$ cat config.mk
export PLATFORM = sky130hd
export DESIGN_NAME = mem_port_arbiter
export DESIGN_NICKNAME = d
export VERILOG_FILES = /design/src/rtl/arb_pkg.sv /design/src/rtl/arb_prio.sv /design/src/rtl/mem_port_arbiter.sv
export SDC_FILE = /design/constraint.sdc
export NUM_CORES = 1
export LEC_CHECK = 0
export BUFFER_PORTS_ARGS = -buffer_cell sky130_fd_sc_hd__buf_2
export CAP_MARGIN = 0
export CORE_AREA = 2 2 213 215
export DETAILED_ROUTE_END_ITERATION = 16
export DIE_AREA = 0 0 215 217
export PLACE_DENSITY_LB_ADDON = 0.3
export SYNTH_ARGS = -nofsm -noshare
export SYNTH_HDL_FRONTEND = slang
export SYNTH_HIERARCHICAL = 1
export SYNTH_SLANG_ARGS = --single-unit
$ cat constraint.sdc
create_clock -name clk -period 2.19 [get_ports clk]
set_input_delay 0.438 -clock clk [delete_from_list [all_inputs] [get_ports clk]]
set_output_delay 0.438 -clock clk [all_outputs]
set_load 0.01 [all_outputs]
$ cat src/rtl/arb_pkg.sv
// Shared types for the IF/D memory-port arbiter: FSM states, transaction owner
// and the address bit that picks the 32-bit fetch word out of a 64-bit line.
package arb_pkg;

  typedef enum logic [1:0] {
    ST_IDLE,
    ST_ACCESS,
    ST_WAIT,
    ST_RESP
  } arb_state_e;

  typedef enum logic [1:0] {
    OWN_NONE,
    OWN_IF,
    OWN_D
  } arb_owner_e;

  localparam int IF_WORD_SEL_BIT = 2;
  localparam int IF_W            = 32;

endpackage

$ cat src/rtl/arb_prio.sv
// Winner selection between fetch and data requesters. Data wins by default;
// with ARB_FAIR_EN a starve counter lets fetch win after STARVE_MAX losses.
import arb_pkg::*;

module arb_prio #(
  parameter int STARVE_MAX = 4
) (
`ifdef ARB_FAIR_EN
  input  logic clk,
  input  logic reset,
`endif
  input  logic idle,
  input  logic if_req,
  input  logic d_req,
  output logic if_gnt,
  output logic d_gnt
);

  if (STARVE_MAX < 1 || STARVE_MAX > 7) begin : g_bad_starve
    $error("STARVE_MAX must fit the 3-bit starve counter (1..7)");
  end

`ifdef ARB_FAIR_EN
  logic [2:0] starve_q, starve_d;
  logic       if_first;

  assign if_first = (starve_q == 3'(STARVE_MAX));

  always_comb begin
    if_gnt   = idle & if_req & (~d_req | if_first);
    d_gnt    = idle & d_req & ~(if_req & if_first);
    starve_d = starve_q;
    if (if_gnt)              starve_d = '0;
    else if (d_gnt & if_req) starve_d = starve_q + 3'd1;
  end

  always_ff @(posedge clk) begin
    if (reset) starve_q <= '0;
    else       starve_q <= starve_d;
  end
`else
  always_comb begin
    d_gnt  = idle & d_req;
    if_gnt = idle & if_req & ~d_req;
  end
`endif

endmodule

$ cat src/rtl/mem_port_arbiter.sv
// Shares one synchronous-read 64-bit memory between fetch and data ports, one
// transaction at a time. Optional fetch fairness is enabled by ARB_FAIR_EN.
import arb_pkg::*;

module mem_port_arbiter #(
  parameter int ADDR_W     = 64,
  parameter int DATA_W     = 64,
  parameter int RD_LAT     = 1,
  parameter int STARVE_MAX = 4
) (
  input  logic              clk,
  input  logic              reset,
  input  logic              if_req,
  input  logic [ADDR_W-1:0] if_addr,
  output logic              if_gnt,
  output logic              if_rvalid,
  output logic [IF_W-1:0]   if_rdata,
  input  logic              d_req,
  input  logic              d_we,
  input  logic [ADDR_W-1:0] d_addr,
  input  logic [DATA_W-1:0] d_wdata,
  output logic              d_gnt,
  output logic              d_rvalid,
  output logic [DATA_W-1:0] d_rdata,
  output logic [ADDR_W-1:0] mem_raddr,
  output logic [ADDR_W-1:0] mem_waddr,
  output logic [DATA_W-1:0] mem_wdata,
  output logic              mem_wr,
  input  logic [DATA_W-1:0] mem_rdata,
  output logic              busy
);

  localparam int LAT_W = (RD_LAT > 1) ? $clog2(RD_LAT) : 1;

  if (RD_LAT < 1) begin : g_bad_lat
    $error("RD_LAT must be at least 1");
  end
  if (DATA_W < 2 * IF_W) begin : g_bad_dw
    $error("DATA_W must hold two fetch words");
  end

  arb_state_e        state_q, state_d;
  arb_owner_e        owner_q, owner_d;
  logic [ADDR_W-1:0] addr_q, addr_d;
  logic [DATA_W-1:0] wdata_q, wdata_d;
  logic              we_q, we_d;
  logic [LAT_W-1:0]  lat_q, lat_d;
  logic              mem_wr_q, mem_wr_d;
  logic              if_rvalid_q, if_rvalid_d;
  logic              d_rvalid_q, d_rvalid_d;
  logic [IF_W-1:0]   if_rdata_q, if_rdata_d;
  logic [DATA_W-1:0] d_rdata_q, d_rdata_d;

  arb_prio #(.STARVE_MAX(STARVE_MAX)) u_prio (
`ifdef ARB_FAIR_EN
    .clk    (clk),
    .reset  (reset),
`endif
    .idle   (state_q == ST_IDLE),
    .if_req (if_req),
    .d_req  (d_req),
    .if_gnt (if_gnt),
    .d_gnt  (d_gnt)
  );

  always_comb begin
    state_d     = state_q;
    owner_d     = owner_q;
    addr_d      = addr_q;
    wdata_d     = wdata_q;
    we_d        = we_q;
    lat_d       = lat_q;
    mem_wr_d    = 1'b0;
    if_rvalid_d = 1'b0;
    d_rvalid_d  = 1'b0;
    if_rdata_d  = if_rdata_q;
    d_rdata_d   = d_rdata_q;
    case (state_q)
      ST_IDLE: begin
        if (d_gnt) begin
          addr_d   = d_addr;
          wdata_d  = d_wdata;
          we_d     = d_we;
          owner_d  = OWN_D;
          mem_wr_d = d_we;
          state_d  = ST_ACCESS;
        end else if (if_gnt) begin
          addr_d  = if_addr;
          wdata_d = '0;
          we_d    = 1'b0;
          owner_d = OWN_IF;
          state_d = ST_ACCESS;
        end
      end
      ST_ACCESS: begin
        lat_d   = LAT_W'(RD_LAT - 1);
        state_d = ST_WAIT;
      end
      ST_WAIT: begin
        // mem_rdata is valid in the last wait cycle; capture it on the way out
        if (lat_q == '0) begin
          state_d = ST_RESP;
          if (owner_q == OWN_IF) begin
            if_rvalid_d = 1'b1;
            if_rdata_d  = addr_q[IF_WORD_SEL_BIT] ? mem_rdata[2*IF_W-1:IF_W]
                                                  : mem_rdata[IF_W-1:0];
          end else if (owner_q == OWN_D) begin
            d_rvalid_d = 1'b1;
            d_rdata_d  = we_q ? '0 : mem_rdata;
          end
        end else begin
          lat_d = lat_q - 1'b1;
        end
      end
      ST_RESP: state_d = ST_IDLE;
      default: state_d = ST_IDLE;
    endcase
  end

  always_ff @(posedge clk) begin
    if (reset) begin
      state_q     <= ST_IDLE;
      owner_q     <= OWN_NONE;
      addr_q      <= '0;
      wdata_q     <= '0;
      we_q        <= 1'b0;
      lat_q       <= '0;
      mem_wr_q    <= 1'b0;
      if_rvalid_q <= 1'b0;
      d_rvalid_q  <= 1'b0;
      if_rdata_q  <= '0;
      d_rdata_q   <= '0;
    end else begin
      state_q     <= state_d;
      owner_q     <= owner_d;
      addr_q      <= addr_d;
      wdata_q     <= wdata_d;
      we_q        <= we_d;
      lat_q       <= lat_d;
      mem_wr_q    <= mem_wr_d;
      if_rvalid_q <= if_rvalid_d;
      d_rvalid_q  <= d_rvalid_d;
      if_rdata_q  <= if_rdata_d;
      d_rdata_q   <= d_rdata_d;
    end
  end

  assign mem_raddr = addr_q;
  assign mem_waddr = addr_q;
  assign mem_wdata = wdata_q;
  assign mem_wr    = mem_wr_q;
  assign if_rvalid = if_rvalid_q;
  assign if_rdata  = if_rdata_q;
  assign d_rvalid  = d_rvalid_q;
  assign d_rdata   = d_rdata_q;
  assign busy      = (state_q != ST_IDLE);

endmodule

==> PnR_summary.wiki <==
{| class="wikitable"
! Metric !! Value
|-
| Final Net Count || 1,719
|-
| Critical Setup Path Class || register to output pin
|-
| Clock Path Buffers || 3
|-
| Starting density of the core || 0.212
|-
| Startpoint types || register
|-
| Final hold viol count || 0
|-
| Synth top area cells || sky130_fd_sc_hd__dfxtp_1, sky130_fd_sc_hd__mux2i_1, sky130_fd_sc_hd__o2bb2ai_1, sky130_fd_sc_hd__a21oi_1, sky130_fd_sc_hd__buf_4
|-
| Detailed-routing iteration count for the pre-antenna-repair pass || 7
|-
| FP Rows || between 70 and 80
|-
| Gr ovfl total || 0
|-
| Final setup skew || around 0.020 ns
|-
| Routed Antenna Nets || 0
|-
| PwrDens || 1180 nW/um2
|-
| LEAKAGE || between 6 and 7 nW
|-
| Synthesized area per cell || roughly 9.5 um2
|-
| Area of the die || 46,700 um2
|-
| Proportion of layout cells with a drive suffix above 1 || 0.429
|-
| Crit path required time || 1.75 ns
|-
| CORE AREA || 44,700 um2
|-
| Worst endpoint data arrival time || roughly 1.6 ns
|-
| Net count after synthesis || between 1,000 and 1,500
|-
| Max Freq || 482 MHz
|-
| CTS root buf || sky130_fd_sc_hd__clkbuf_16
|-
| Register bit total from synthesis || 232
|-
| Share of synthesized area occupied by flip-flops and latches || 0.489
|-
| Maximum ir drop on the vdd rail || approximately 0.64 mV
|-
| Iter 0 DRT Violations || 406
|-
| RSZ-0062 raised after global routing || false
|-
| Min cycle time layout || about 2.1 ns
|-
| DRC || 0
|-
| Yosys cell types || 23
|-
| Via count of the first global-routing pass || between 8,000 and 9,000
|-
| Antenna violations before repair || 3
|-
| Worst min-delay path class || input port to register
|-
| HPWL reported at the end of detailed placement || ~25 mm
|-
| Clock latency on the worst-skew pair || 0.55 ns
|-
| Gate Count Post-Synth || roughly 1,000
|-
| Worst slew margin relative to its limit || 0.466
|-
| Final core utilization || 0.299
|-
| Placed standard-cell area || roughly 12,000 um2
|-
| Largest net degree at the start of global routing || 66
|-
| Transition time at the pin with the least slew margin || between 0.8 and 0.9 ns
|-
| Routing usage on met3 || 0.0328
|-
| Total track usage || 0.140
|-
| Count of endpoints failing setup in the final report || 0
|-
| Final sum of negative setup slack || 0 ns
|-
| Routed via count || around 9,000
|-
| Share of the synthesized area in the top cell type || 0.489
|-
| Average routed wire per standard cell || ~17 um
|-
| Routing usage on met2 || 0.239
|-
| Sort of element at the end of the critical path || output pin
|-
| H-tree levels || 1
|-
| Biggest fanout along the worst timing path || 4
|-
| Post-synthesis cell type with the largest combined area || sky130_fd_sc_hd__dfxtp_1
|-
| Number of top-level pins || between 500 and 600
|-
| Die width || about 220 um
|-
| Synthesis-to-finish area growth || 40.5%
|-
| Count of final max-slew check failures || 0
|-
| Max-capacitance violation count || 0
|-
| Cell area after technology mapping || around 9500 um2
|-
| Yosys warning count || 6
|-
| Clock transition at path regs || roughly 0.060 ns
|-
| Post-detailed-route via-to-cell ratio || ~4.3
|-
| Port Buf Inserts || ~550
|-
| Number of buffers created by CTS || 27
|-
| Clock tree from TritonCTS || built
|-
| Run status || complete, no violations
|-
| Share of the clock period used by the worst path after layout || 0.946
|-
| Die H || roughly 220 um
|-
| Final Non-Filler Cells || between 2,000 and 2,500
|-
| Routability Congestion || about 0.86
|-
| Area of all placed cells without fillers || between 10,000 and 15,000 um2
|-
| Most crowded layer after global routing || met2
|-
| Met1 track demand over resource || 0.175
|-
| Number of sinks on the clock net || 232
|-
| Instance count after placement with tap cells included || 2,024
|-
| Global-route wire length before repair || between 50 and 60 mm
|-
| WL final || approximately 35 mm
|}
-- logic make-up after synthesis --
logic type	Yosys count	share of synthesized area
buf+inv	160	0.0968
mux	97	0.102
flops	232	0.489
compound gates	229	0.160
fa+ha+maj	3	0.00395
simple gates	278	0.148
-- cells in the mapped netlist (all sizes together) --
cell type  count
buf          120
a21oi        131
or2            3
o21ai          1
a211oi         1
nor3           2
nor3b          1
mux2i         97
ha             3
clkbuf        36
nor2           3
nand3b        66
nand2        133
dfxtp        232
o2bb2ai       96
inv            4
and3b          2
and2           1
nand3         65
nor2b          2
-- area by class of cell --
type / count / area, um2
Fill cell: 4864 / 31400
Sequential cell: 232 / 4650
Multi-Input combinational cell: 607 / 3950
Timing Repair Buffer: 583 / 3140
Clock buffer: 39 / 761
Tap cell: 600 / 751
Clock inverter: 5 / 81.3
Inverter: 4 / 15.0
Antenna cell: 2 / 5.00
-- registers in the layout, indices dropped and copies added (netlist names) --
register	cells
if_rdata	32
d_rvalid	1
mem_raddr	64
owner_q	2
we_q	1
state_q	2
mem_wr	1
if_rvalid	1
d_rdata	64
mem_wdata	64
-- metrics by stage --
stage	total power, mW	hold slack [ns]	worst slack (ns)
floorplan	9.47	0.453	0.413
global placement	11.4	0.435	0.355
detailed placement	11.4	0.440	0.287
CTS	16.0	0.0857	0.0240
global route	16.6	0.123	0.00473
finish	15.7	0.135	0.117
-- cells in the final DEF, fill, tap and decap left out, types with 20 or more instances in the layout --
cell type / instances
sky130_fd_sc_hd__dfxtp_1: 231
sky130_fd_sc_hd__a21oi_1: 131
sky130_fd_sc_hd__buf_4: 20
sky130_fd_sc_hd__buf_2: 553
sky130_fd_sc_hd__o2bb2ai_1: 96
sky130_fd_sc_hd__nand2_1: 133
sky130_fd_sc_hd__mux2i_1: 97
sky130_fd_sc_hd__clkbuf_16: 27
sky130_fd_sc_hd__nand3_1: 65
sky130_fd_sc_hd__nand3b_1: 66
-- report_power, final --
group | internal (mW) | switching, mW | total [mW]
registers | 5.05 | 0.585 | 5.63
clock network | 2.62 | 1.75 | 4.36
logic | 2.40 | 3.35 | 5.75
-- layer usage --
metal,vias up,share of wire
met4,0,0.026
met3,44,0.065
li1,4362,-
met2,308,0.48
met5,-,0
met1,4237,0.43
-- worst max-delay path, cell delays in order, from the launching register on --
cell and delay (ns):
sky130_fd_sc_hd__dfxtp_1 0.34, sky130_fd_sc_hd__inv_1 0.08, sky130_fd_sc_hd__ha_2 0.21, sky130_fd_sc_hd__and2_4 0.19, sky130_fd_sc_hd__buf_16 0.13, sky130_fd_sc_hd__buf_2 0.13
-- worst paths after layout --
check        startpoint       endpoint  slack [ns]  cells past startpoint
max reg2reg  state_q[0]  mem_raddr[50]        0.21                      8
min                d_we         mem_wr        0.14                      3
max          state_q[0]          d_gnt        0.12                      5
min reg2reg  d_rdata[4]     d_rdata[4]        0.45                      2
-- what timing repair did --
item,CTS,global route
gates resized for setup,1,1
hold buffers,0,0
cloned,1,0
setup endpoints to repair,1,1
buffers inserted,1,0
Power figures use the tool's default switching activity.
